`src/rtl/xsim_dma_arb_pkg.sv`:
```
// rtl/xsim_dma_arb_pkg.sv - shared types and constants for the DMA word-port arbiter
package xsim_dma_arb_pkg;

  typedef enum logic [1:0] {
    ST_IDLE  = 2'd0,
    ST_READ  = 2'd1,
    ST_WRITE = 2'd2
  } arb_state_e;

  localparam int BEAT_BYTES = 4;
  localparam int DEF_LEN_W  = 4;

endpackage

```
`src/rtl/xsim_rr_arbiter.sv`:
```
// rtl/xsim_rr_arbiter.sv - combinational round-robin picker starting after rr_ptr
module xsim_rr_arbiter
  import xsim_dma_arb_pkg::*;
#(
  parameter int NUM_CLIENTS = 4,
  parameter int CID_W       = $clog2(NUM_CLIENTS)
) (
  input  logic [NUM_CLIENTS-1:0] req,
  input  logic [CID_W-1:0]       rr_ptr,
  output logic                   grant_valid,
  output logic [NUM_CLIENTS-1:0] grant,
  output logic [CID_W-1:0]       grant_idx
);

  logic [CID_W-1:0] cand;

  // Walk clients rr_ptr+1 .. rr_ptr+NUM_CLIENTS (wrapping) and keep the first requester.
  always_comb begin
    grant_valid = 1'b0;
    grant       = '0;
    grant_idx   = '0;
    cand        = '0;
    for (int i = 1; i <= NUM_CLIENTS; i++) begin
      cand = CID_W'((int'(rr_ptr) + i) % NUM_CLIENTS);
      if (!grant_valid && req[cand]) begin
        grant_valid = 1'b1;
        grant[cand] = 1'b1;
        grant_idx   = cand;
      end
    end
  end

endmodule

```
`src/rtl/xsim_dma_arbiter.sv`:
```
// rtl/xsim_dma_arbiter.sv - round-robin burst arbiter in front of the simulated DMA word port
module xsim_dma_arbiter
  import xsim_dma_arb_pkg::*;
#(
  parameter int NUM_CLIENTS = 4,
  parameter int LEN_W       = DEF_LEN_W,
  parameter int CID_W       = $clog2(NUM_CLIENTS)
) (
  input  logic                         CLK,
  input  logic                         RST,
  input  logic [NUM_CLIENTS-1:0]       req_valid,
  output logic [NUM_CLIENTS-1:0]       req_ready,
  input  logic [NUM_CLIENTS-1:0]       req_write,
  input  logic [32*NUM_CLIENTS-1:0]    req_handle,
  input  logic [32*NUM_CLIENTS-1:0]    req_addr,
  input  logic [LEN_W*NUM_CLIENTS-1:0] req_len,
  input  logic [NUM_CLIENTS-1:0]       wdata_valid,
  input  logic [32*NUM_CLIENTS-1:0]    wdata,
  output logic [NUM_CLIENTS-1:0]       wdata_ready,
  output logic                         rdata_valid,
  output logic [31:0]                  rdata,
  output logic [CID_W-1:0]             rdata_client,
  output logic                         rdata_last,
  input  logic                         rdata_ready,
  input  logic                         dma_rdy_readrequest,
  output logic                         dma_en_readrequest,
  output logic [31:0]                  dma_readrequest_addr,
  output logic [31:0]                  dma_readrequest_handle,
  input  logic                         dma_rdy_readresponse,
  output logic                         dma_en_readresponse,
  input  logic [31:0]                  dma_readresponse_data,
  output logic                         dma_en_write32,
  output logic [31:0]                  dma_write32_addr,
  output logic [31:0]                  dma_write32_handle,
  output logic [31:0]                  dma_write32_data,
  output logic                         busy
);

  // Counts hold len+1, so one extra bit covers a full 2^LEN_W-beat burst.
  localparam int CNT_W = LEN_W + 1;

  arb_state_e       state_q, state_d;
  logic [CID_W-1:0] rr_ptr_q, rr_ptr_d;
  logic [CID_W-1:0] client_q, client_d;
  logic [31:0]      handle_q, handle_d;
  logic [31:0]      addr_q, addr_d;
  logic [CNT_W-1:0] issue_cnt_q, issue_cnt_d;
  logic [CNT_W-1:0] ret_cnt_q, ret_cnt_d;

  logic                   grant_valid;
  logic [NUM_CLIENTS-1:0] grant;
  logic [CID_W-1:0]       grant_idx;

  xsim_rr_arbiter #(
    .NUM_CLIENTS(NUM_CLIENTS),
    .CID_W      (CID_W)
  ) u_rr (
    .req        (req_valid),
    .rr_ptr     (rr_ptr_q),
    .grant_valid(grant_valid),
    .grant      (grant),
    .grant_idx  (grant_idx)
  );

  // Next-state and port outputs; reset forces every output low in the same cycle.
  always_comb begin
    state_d     = state_q;
    rr_ptr_d    = rr_ptr_q;
    client_d    = client_q;
    handle_d    = handle_q;
    addr_d      = addr_q;
    issue_cnt_d = issue_cnt_q;
    ret_cnt_d   = ret_cnt_q;

    req_ready              = '0;
    wdata_ready            = '0;
    rdata_valid            = 1'b0;
    rdata                  = '0;
    rdata_client           = '0;
    rdata_last             = 1'b0;
    dma_en_readrequest     = 1'b0;
    dma_readrequest_addr   = '0;
    dma_readrequest_handle = '0;
    dma_en_readresponse    = 1'b0;
    dma_en_write32         = 1'b0;
    dma_write32_addr       = '0;
    dma_write32_handle     = '0;
    dma_write32_data       = '0;
    busy                   = (state_q != ST_IDLE);

    case (state_q)
      ST_IDLE: begin
        if (grant_valid) begin
          req_ready   = grant;
          handle_d    = req_handle[grant_idx*32 +: 32];
          addr_d      = req_addr[grant_idx*32 +: 32];
          client_d    = grant_idx;
          rr_ptr_d    = grant_idx;
          issue_cnt_d = CNT_W'(req_len[grant_idx*LEN_W +: LEN_W]) + 1'b1;
          ret_cnt_d   = CNT_W'(req_len[grant_idx*LEN_W +: LEN_W]) + 1'b1;
          state_d     = req_write[grant_idx] ? ST_WRITE : ST_READ;
        end
      end
      ST_READ: begin
        if (dma_rdy_readrequest && (issue_cnt_q != '0)) begin
          dma_en_readrequest     = 1'b1;
          dma_readrequest_addr   = addr_q;
          dma_readrequest_handle = handle_q;
          addr_d                 = addr_q + 32'(BEAT_BYTES);
          issue_cnt_d            = issue_cnt_q - 1'b1;
        end
        rdata_valid  = dma_rdy_readresponse;
        rdata        = dma_readresponse_data;
        rdata_client = client_q;
        rdata_last   = (ret_cnt_q == CNT_W'(1));
        if (dma_rdy_readresponse && rdata_ready) begin
          dma_en_readresponse = 1'b1;
          ret_cnt_d           = ret_cnt_q - 1'b1;
          if (ret_cnt_q == CNT_W'(1)) state_d = ST_IDLE;
        end
      end
      ST_WRITE: begin
        wdata_ready[client_q] = 1'b1;
        if (wdata_valid[client_q]) begin
          dma_en_write32     = 1'b1;
          dma_write32_addr   = addr_q;
          dma_write32_handle = handle_q;
          dma_write32_data   = wdata[client_q*32 +: 32];
          addr_d             = addr_q + 32'(BEAT_BYTES);
          issue_cnt_d        = issue_cnt_q - 1'b1;
          if (issue_cnt_q == CNT_W'(1)) state_d = ST_IDLE;
        end
      end
      default: state_d = ST_IDLE;
    endcase

    if (RST) begin
      req_ready              = '0;
      wdata_ready            = '0;
      rdata_valid            = 1'b0;
      rdata                  = '0;
      rdata_client           = '0;
      rdata_last             = 1'b0;
      dma_en_readrequest     = 1'b0;
      dma_readrequest_addr   = '0;
      dma_readrequest_handle = '0;
      dma_en_readresponse    = 1'b0;
      dma_en_write32         = 1'b0;
      dma_write32_addr       = '0;
      dma_write32_handle     = '0;
      dma_write32_data       = '0;
      busy                   = 1'b0;
    end
  end

  // State registers; reset drops any burst and gives client 0 first priority.
  always_ff @(posedge CLK) begin
    if (RST) begin
      state_q     <= ST_IDLE;
      rr_ptr_q    <= CID_W'(NUM_CLIENTS - 1);
      client_q    <= '0;
      handle_q    <= '0;
      addr_q      <= '0;
      issue_cnt_q <= '0;
      ret_cnt_q   <= '0;
    end else begin
      state_q     <= state_d;
      rr_ptr_q    <= rr_ptr_d;
      client_q    <= client_d;
      handle_q    <= handle_d;
      addr_q      <= addr_d;
      issue_cnt_q <= issue_cnt_d;
      ret_cnt_q   <= ret_cnt_d;
    end
  end

endmodule
```
`config.mk`:
```
export PLATFORM = sky130hd
export DESIGN_NAME = xsim_dma_arbiter
export DESIGN_NICKNAME = d
export VERILOG_FILES = /design/src/rtl/xsim_dma_arb_pkg.sv /design/src/rtl/xsim_rr_arbiter.sv /design/src/rtl/xsim_dma_arbiter.sv
export SDC_FILE = /design/constraint.sdc
export NUM_CORES = 1
export LEC_CHECK = 0
export CAP_MARGIN = 20
export CORE_AREA = 2 2 257 259
export DETAILED_ROUTE_END_ITERATION = 10
export DIE_AREA = 0 0 259 261
export GPL_ROUTABILITY_DRIVEN = 0
export GPL_TIMING_DRIVEN = 0
export REMOVE_ABC_BUFFERS = 1
export SLEW_MARGIN = 10
export SYNTH_ARGS = -nofsm -noshare
export SYNTH_HDL_FRONTEND = slang
export SYNTH_SLANG_ARGS = --single-unit
```
`constraint.sdc`:
```
create_clock -name CLK -period 8.08 [get_ports CLK]
set_clock_uncertainty 0.05 [all_clocks]
set_input_delay 0.808 -clock CLK [delete_from_list [all_inputs] [get_ports CLK]]
set_output_delay 0.808 -clock CLK [all_outputs]
set_load 0.02 [all_outputs]
```
; ---- Word-level counts from Yosys, hierarchy flattened
; Index checks and enable logic that the tools add are counted.
[totals]
in_bits = 449
reg_bits = 80
out_inout_bits = 208
[op_classes]
add_sub_neg = 8
muxes = 89
reduce_logical = 22
eq_ne = 10
bitwise = 3
shifts = 4
magnitude_cmp = 11
[ops]
columns = op, count
row1 = $mux 32, 20
row2 = $shiftx 128x8->32, 3
row3 = $pmux 32 s3, 1
row4 = $mux 4, 9
row5 = $add 32x3->32 const B, 1
row6 = $mux 1, 29
row7 = $mux 2, 12
row8 = $mux 5, 4
row9 = $lt 2x3->1 const B, 6
row10 = $shiftx 16x5->4, 1
row11 = $pmux 5 s3, 1
row12 = $bmux 1 s2, 6
row13 = $ne 2x2->1 const B, 6
row14 = $or 4x4->4, 3
row15 = $demux 1 s2, 5
row16 = $eq 5x1->1 const B, 2
row17 = $ge 2x1->1 const B, 5
row18 = $logic_and 1x1->1, 10
row19 = $pmux 5 s2, 1
row20 = $sub 5x1->5 const B, 2
row21 = $pmux 2 s3, 1
row22 = $add 4x1->5 const B, 1
row23 = $reduce_and 5->1, 1
row24 = $reduce_bool 5->1, 1
row25 = other kinds (11), 16

; ---- Logic depth before layout (Yosys ltp)
; Gate-level depths: netlist (run 1).
[logic_depth]
word_depth = 18
depth_mapped = 18
ltp_nobuf = 14

; ---- Cells and area by module
; A second synthesis (run 1) with hierarchy kept.
[unflattened]
cells_unflattened = 992
hier_area_um2 = 8598.2
[by_module_without_submodules]
columns = module, area_each_um2, cells_each, seq_area_each_um2, instances
row1 = xsim_dma_arbiter, 7966.4, 907, 1601.5, 1
row2 = xsim_rr_arbiter, 631.9, 85, 0.0, 1

; ---- Least setup slack after synthesis (run 1)
; Ideal clock, no wire load.
[synth_timing]
path_kind = reg2reg
from = register rr_ptr_q[0]
to = register ret_cnt_q[4]
setup_slack_ns = 3.935
setup_time_ns = 0.086
arrival_time_ns = 4.009
n_path_buf = 4
path_stages_with_launch = 18
path_cell_list = dfxtp_1 -> buf_4 -> inv_1 -> clkbuf_1 -> ha_1 -> nand2b_1 -> a32o_1 -> mux2_2 -> a311oi_4 -> clkbuf_1 -> buf_2 -> and4b_1 -> a21oi_1 -> ha_1 -> inv_1 -> a311oi_1 -> o22ai_1 -> a211oi_1
[synth_between]
elab_chain_len = 17
[synth_rtl]
columns = element, line_no
row1 = "start, declared", xsim_dma_arbiter.sv:43  ; logic [CID_W-1:0] rr_ptr_q, rr_ptr_d;
row2 = "start signal, assigned", xsim_dma_arbiter.sv:160  ; rr_ptr_q <= CID_W'(NUM_CLIENTS - 1);
row3 = "start signal, assigned", xsim_dma_arbiter.sv:168  ; rr_ptr_q <= rr_ptr_d;
row4 = $add 2x1->2, xsim_rr_arbiter.sv:24  ; cand = CID_W'((int'(rr_ptr) + i) % NUM_CLIENTS);
row5 = $bmux 1 s2, xsim_rr_arbiter.sv:25  ; if (!grant_valid && req[cand]) begin
row6 = $mux 1 (implied by the code), xsim_rr_arbiter.sv:25
row7 = $mux 1, xsim_rr_arbiter.sv:25
row8 = $logic_not 1->1, xsim_rr_arbiter.sv:25
row9 = $logic_and 1x1->1, xsim_rr_arbiter.sv:25
row10 = $mux 1, xsim_rr_arbiter.sv:25
row11 = $logic_not 1->1, xsim_rr_arbiter.sv:25
row12 = $logic_and 1x1->1, xsim_rr_arbiter.sv:25
row13 = $mux 1, xsim_rr_arbiter.sv:25
row14 = $logic_not 1->1, xsim_rr_arbiter.sv:25
row15 = $logic_and 1x1->1, xsim_rr_arbiter.sv:25
row16 = $mux 2, xsim_rr_arbiter.sv:25
row17 = $shiftx 16x5->4, xsim_dma_arbiter.sv:100  ; ret_cnt_d = CNT_W'(req_len[grant_idx*LEN_W +: LEN_W]) + 1'b1;
row18 = $add 4x1->5, xsim_dma_arbiter.sv:100
row19 = $mux 5, xsim_dma_arbiter.sv:93  ; if (grant_valid) begin
row20 = $pmux 5 s2, xsim_dma_arbiter.sv:91  ; case (state_q)
row21 = "end signal, assigned", xsim_dma_arbiter.sv:173  ; ret_cnt_q <= ret_cnt_d;
row22 = "end, declared", xsim_dma_arbiter.sv:48  ; logic [CNT_W-1:0] ret_cnt_q, ret_cnt_d;
; Parallel ways exist; a longest one is shown, timed or not. The select of a mux whose other input is x is not followed.
; A chain may end at the register's enable or synchronous reset.

; ---- Final worst setup path (run 1)
[layout_timing]
from = register rr_ptr_q[0]
to = output req_ready[2]
[layout_between]
elab_chain_len = 16
[layout_rtl]
columns = element, line_no
row1 = "parallel branches: the longest is 13 deep, another holds $lt 2x3->1", -
row2 = $mux 4 *, xsim_dma_arbiter.sv:93
row3 = $mux 4 *, xsim_dma_arbiter.sv:91
row4 = $mux 4 *, xsim_dma_arbiter.sv:137  ; if (RST) begin
row5 = "end, declared", xsim_dma_arbiter.sv:12  ; output logic [NUM_CLIENTS-1:0] req_ready,
; Mark *: on every way between the ends. The select of a mux whose other input is x is not followed.

==> results.yml, run 1 <==
power_and_ir_drop:
  vdd_drop_max_uv: 214
  power.density_nw_per_um2: 307
  p_total_w: 0.00519
  p_int_w: 0.00244
  p_switching_w: 0.00274
  p_sw_share_pct: 52.9
  p_clk_share_pct: 8.3
  leakage_nw: 6.39
  combPwrFrac_pct: 76.5
  seqPwrFrac_pct: 15.1
floorplanning:
  die_width_microns: 259
  die_area_sq_um: 67600
  initial_core_util_pct: 13.7
  io_pins: 657
  dieHeight_microns: 261
  rows: 94
  core-area_sq_um: 65000
place:
  port_buffers: 656
  post-dp-hpwl_microns: 41300
clock_network:
  clockBufferDepth: 2
  postCtsHoldBufs: 0
  clk_latency_ns: 0.38
  clockRootBuffer: "clkbuf_16"
  htreeDepth: 3
  cts_buffers: 9
  postCtsSetupBuffers: 0
  post_cts_resized: 0
  cts_tree: "done"
  cts_sinks: 80
  clk_pin_slew_ns: 0.08
setup_path:
  crit_path_cell_trace: "inv_1 -> ha_1 -> mux4_2 -> nor4_1 -> nand2b_4 -> nor3_1 -> clkdlybuf4s50_1"
  required_ns: 7.22
  critPathMaxFanout: 56
  crit_type: "flip-flop to primary output"
  critPathSlowestCell: "dfxtp_1"
  endpoint_kind: "primary output"
  arrival_ns: 5.00
  critPathLaunchType: "flip-flop"
  slowest_delay_ns: 0.74
timing:
  rsz0062_at_grt: "false"
  period_share_pct: 72.5
  max_freq_mhz: 171
  worst_slew_pin_slew_ns: 0.997
  final_hold_viol_count: 0
  period_needed_ns: 5.86
  relSlewSlack_pct: 33.1
  slew_viol_final: 0
  hold_ws_ns: 0.421
  setup_viol: 0
route:
  vias: 11675
  wirelength_microns: 51200
  ant_nets: 0
  drt-initial-drc-count: 681
  wl_per_cell_microns: 19.1
  via_per_inst: 4.34
  dr.pass1.iters: 7
  drcViolationCount: 0
run:
  drv_cap: 0
global_routing:
  grt_first_pass_wirelength_microns: 72100
  grt_overflow: 0
  antenna_found_initial: 8
  grt_pass1_vias: 11115
  grt_usage_pct: 14.1
  grt_max_degree: 83
logic_synthesis:
  synth_fa_ha_area_share_pct: 2.81
  ys_seq_elements: 80
  synthArstFlopShare_pct: 0
  synth_simple_gate_area_share_pct: 37.1
  synth_edf_count: 0
  synth-main-ff-cell: "dfxtp_1"
  synth_top_family_by_area: "simple AND/OR/NAND/NOR gates"
  netlist_area_sq_um: 8910
  avgSynthCellArea_sq_um: 7.16
  synthTopCellsByArea: "dfxtp_1 (18%), and2_1 (11%), mux4_2 (9.9%)"
  synth_compound_area_share_pct: 22.4
  synthDominantCellAreaShare_pct: 18.0
  synthDistinctLibCells: 59
  synthMuxAreaShare_pct: 13.0
  yosysTopAreaCell: "dfxtp_1"
  synthXorXnorAreaFrac_pct: 0.197
  ys_warn_count: 0
  syn_inst: 1244
  synthTopCellsByCount: "nand2_1 (230), and2_1 (150), and3_1 (101), clkbuf_1 (86), dfxtp_1 (80)"
  synth.most_common_cell: "nand2_1"
  seq_area_frac_synth_pct: 18.0
final_layout:
  regArea_sq_um: 1610
  fill_cells: 7115
  multi_input_area_sq_um: 6770
  areaGrowthSynthToFinish_pct: 89.8
  drive_gt1_share_pct: 5.88
  layout.nets: 2284
  fin_util_pct: 26.0
outcome:
  status: "completed"
worst_hold_path:
  worstHoldPathType: "flip-flop to flip-flop"
-- flip-flops by register name (all words and copies together) (netlist names) --
register and flops:
rr_ptr_q 2, client_q 2, handle_q 32, state_q 2
ret_cnt_q 5, addr_q 32, issue_cnt_q 5
-- power by group through the flow --
stage	Clock [W]	Combinational, W	Sequential [W]
floorplan	0	0.00239	0.000716
detailed placement	0	0.00401	0.000795
CTS	0.000458	0.00402	0.000786
finish	0.000433	0.00397	0.000784
global route	0.000470	0.00436	0.000815
global placement	0	0.00378	0.000846
-- cell type report --
class                      instances  share of cell area (%)
antenna                            4                  0.0592
clock buffer                      10                    1.41
clock inverter                     6                   0.289
inverter                          18                   0.400
multi-input combinational       1021                    40.1
sequential                        80                    9.52
tap                              864                    6.39
timing repair buffer             685                    41.9
-- layer usage --
metal / wire length (microns) / GRT usage, % / vias up
li1: - / - / 5658
met1: 22000 / 17.7 / 5476
met2: 24000 / 23.5 / 481
met3: 3440 / 2.94 / 58
met4: 1830 / 5.92 / 2
met5: 7 / 0 / -
-- cells by family (layout without fill, tap and decap cells) --
logic type | Yosys count | count (layout)
buf+inv | 143 | 719
fa+ha+maj | 20 | 20
other cells | 0 | 4
compound gates | 286 | 286
flops | 80 | 80
xor+xnor | 2 | 2
simple gates | 646 | 646
mux | 67 | 67
-- layout by cell type, fill, tap and decap left out, types with 4 or more instances in the layout --
master,n
o21ai_0,43
diode_2,4
inv_1,18
nand2b_1,7
buf_6,5
a211oi_1,59
nor2b_1,4
buf_8,8
and2_1,149
or3_1,4
o22ai_1,20
buf_12,8
ha_1,19
a31oi_1,8
nor4_1,7
a21oi_1,58
a221oi_1,8
nand3_1,20
buf_16,6
nand4_1,5
dfxtp_1,78
nor3_1,31
clkdlybuf4s50_1,655
and3_1,101
nand2_1,230
and4_1,5
clkbuf_16,9
mux2i_1,26
a22oi_1,26
nor2_1,59
mux4_2,38
a311oi_1,44
-- critical path: cells and delay by family, from the launching register on --
kind                       cells  cell delay (ns)
DFF                            1             0.74
adders and majority gates      1             0.64
and+or+nand+nor                3             1.65
buffers and inverters          2             1.03
muxes                          1             0.54
-- per-stage QoR --
step                area (sq um)  setup WS, ns  setup TNS [ns]  std cells
detailed placement         16600          2.56               0       2668
global route               16900          1.88               0       2687
floorplan                   8390          2.22               0       1119
CTS                        16900          2.12               0       2684
global placement           16000         -4.69         -603.80       2639
finish                     16900          2.22               0       2688
-- final timing paths --
check	to	slack, ns	depth (start not counted)	from
worst max-delay path	req_ready[2]	2.22	7	rr_ptr_q[0]$_SDFFE_PP1P_
worst min-delay path	issue_cnt_q[1]$_SDFFE_PP0P_	0.42	2	issue_cnt_q[1]$_SDFFE_PP0P_
worst max register to register	addr_q[11]$_SDFFE_PP0P_	2.97	13	rr_ptr_q[0]$_SDFFE_PP1P_
worst min register to register	issue_cnt_q[1]$_SDFFE_PP0P_	0.42	2	issue_cnt_q[1]$_SDFFE_PP0P_
Power figures use the tool's default switching activity.
==> run 2: changes to the inputs <==
--- a/config.mk
+++ b/config.mk
@@ -6,9 +6,9 @@
 export NUM_CORES = 1
 export LEC_CHECK = 0
 export CAP_MARGIN = 20
-export CORE_AREA = 2 2 257 259
+export CORE_AREA = 2 2 256 258
 export DETAILED_ROUTE_END_ITERATION = 10
-export DIE_AREA = 0 0 259 261
+export DIE_AREA = 0 0 258 260
 export GPL_ROUTABILITY_DRIVEN = 0
 export GPL_TIMING_DRIVEN = 0
 export REMOVE_ABC_BUFFERS = 1
==> constraint.sdc (replaced) <==
create_clock -name CLK -period 6.1 [get_ports CLK]
set_clock_uncertainty 0.05 [all_clocks]
set_input_delay 0.61 -clock CLK [delete_from_list [all_inputs] [get_ports CLK]]
set_output_delay 0.61 -clock CLK [all_outputs]
set_load 0.02 [all_outputs]
==> run 2 against run 1 <==
  * Clock power rose by 42%
  * Cell area rose by 0.28%
  * Non-clock buffer count rose by 2
  * Sequential share of layout area barely moved
  * Hold slack improved by 0.0065 ns
  * Critical endpoint is now req_ready[0]
  * Largest cell class unchanged
==> results.yml, run 2 (synthesized netlist as in run 1, its figures left out) <==
clock_network:
  clockBufferDepth: 2
  cts_tree: "done"
  cts_buffers: 9
  htreeDepth: 3
  clk_latency_ns: 0.38
  clk_pin_slew_ns: 0.07
  postCtsHoldBufs: 0
  post_cts_resized: 0
  postCtsSetupBuffers: 0
  clockRootBuffer: "clkbuf_16"
  cts_sinks: 80
place:
  place_inst: 2660
  post-dp-hpwl_microns: 40800
  port_buffers: 656
global_routing:
  grt_max_degree: 79
  grt_usage_pct: 13.9
  grt_pass1_vias: 11480
  grt_overflow: 0
  antenna_found_initial: 8
  grt_first_pass_wirelength_microns: 71600
worst_hold_path:
  holdCritStartpoint: "issue_cnt_q[1]$_SDFFE_PP0P_"
  worstHoldPathType: "flip-flop to flip-flop"
  min_to: "issue_cnt_q[1]$_SDFFE_PP0P_"
  hold_path_depth: 2
final_layout:
  areaGrowthSynthToFinish_pct: 90.3
  layout_commonest_cell: "clkdlybuf4s50_1"
  layout_common_cells: "clkdlybuf4s50_1 (655), nand2_1 (230), and2_1 (149), and3_1 (101), dfxtp_1 (78)"
  multi_input_area_sq_um: 6770
  instances_no_fill: 2681
  drive_gt1_share_pct: 6.04
  fill_cells: 6770
  largestRegisters: "addr_q (32), handle_q (32)"
  regArea_sq_um: 1610
  layout.nets: 2286
route:
  wl_per_cell_microns: 18.7
  dr.pass1.iters: 4
  wirelength_microns: 50000
  drcViolationCount: 0
  vias: 11911
  via_per_inst: 4.44
  drt-initial-drc-count: 691
  ant_nets: 0
floorplanning:
  core-area_sq_um: 64100
  io_pins: 657
  die_width_microns: 258
  initial_core_util_pct: 13.9
  die_area_sq_um: 67100
  dieHeight_microns: 260
  rows: 93
timing:
  final_hold_viol_count: 0
  slew_viol_final: 0
  period_share_pct: 87.4
  hold_ws_ns: 0.428
  rsz0062_at_grt: "false"
  relSlewSlack_pct: 23.7
  worst_slew_pin_slew_ns: 1.14
  period_needed_ns: 5.33
  setup_viol: 0
  max_freq_mhz: 188
setup_path:
  worst-r2r-setup-slack_ns: 0.78
  critPathLaunchType: "flip-flop"
  required_ns: 5.44
  r2r-start: "rr_ptr_q[0]$_SDFFE_PP1P_"
  timing.rr.end: "addr_q[11]$_SDFFE_PP0P_"
  crit_type: "flip-flop to primary output"
  endpoint_kind: "primary output"
  arrival_ns: 4.67
  critPathMaxFanout: 22
  r2r_cells: 13
power_and_ir_drop:
  vdd_drop_max_uv: 293
  p_clk_share_pct: 8.9
  seqPwrFrac_pct: 14.5
  power.density_nw_per_um2: 407
  p_total_w: 0.00690
  leakage_nw: 6.42
  p_switching_w: 0.00362
  p_int_w: 0.00329
  combPwrFrac_pct: 76.6
  p_sw_share_pct: 52.4
run:
  drv_cap: 0
outcome:
  status: "completed"
run 2: per-stage QoR:
step | area (sq um) | TNS (ns) | setup slack, ns | utilization, %
2_1_floorplan | 8390 | 0 | 0.244 | -
3_3_place_gp | 16000 | -980.17 | -5.82 | 25.0
3_5_place_dp | 16600 | 0 | 0.794 | 25.9
4_1_cts | 16900 | 0 | 0.744 | 26.4
5_1_grt | 17000 | 0 | 0.369 | 26.4
6_report | 17000 | 0 | 0.770 | 26.4
run 2: critical path: stages, from the launching register on:
cell and delay [ns]:
dfxtp_1 0.75, inv_1 0.43, ha_1 0.65, mux4_2 0.55
nor4_1 0.63, nand2b_2 0.58, nor3_1 0.11, clkdlybuf4s50_1 0.58
run 2: worst max-delay path by stage:
stage                                   from                         to
floorplan           rr_ptr_q[0]$_SDFFE_PP1P_  ret_cnt_q[4]$_SDFFE_PP0P_
global placement                         RST     dma_write32_handle[25]
detailed placement  rr_ptr_q[0]$_SDFFE_PP1P_    addr_q[11]$_SDFFE_PP0P_
CTS                 rr_ptr_q[0]$_SDFFE_PP1P_    addr_q[11]$_SDFFE_PP0P_
global route        rr_ptr_q[0]$_SDFFE_PP1P_               req_ready[0]
finish              rr_ptr_q[0]$_SDFFE_PP1P_               req_ready[0]
run 2: power by group through the flow:
stage                     logic (W)  registers, W  clock network [W]
after floorplan             0.00316      0.000948                  0
after global placement      0.00488       0.00109                  0
after detailed placement    0.00530       0.00101                  0
after CTS                   0.00531       0.00100           0.000648
after global routing        0.00580       0.00104           0.000662
final                       0.00529       0.00100           0.000615
run 2: area by class of cell:
cell class / instances / share of cell area, %
well taps: 855 / 6.31
flip-flops and latches: 80 / 9.48
inverters: 18 / 0.399
diodes: 4 / 0.0590
repair buffers: 687 / 42.0
multi-input cells: 1021 / 40.0
clock inverters: 7 / 0.495
clock buffers: 9 / 1.33
run 2: routing by layer:
layer	vias up	track usage, %	share of wire [%]
met3	53	2.60	6.7
li1	5664	-	-
met1	5654	17.0	42
met5	-	0	0
met2	540	24.3	49
met4	0	4.87	2.5
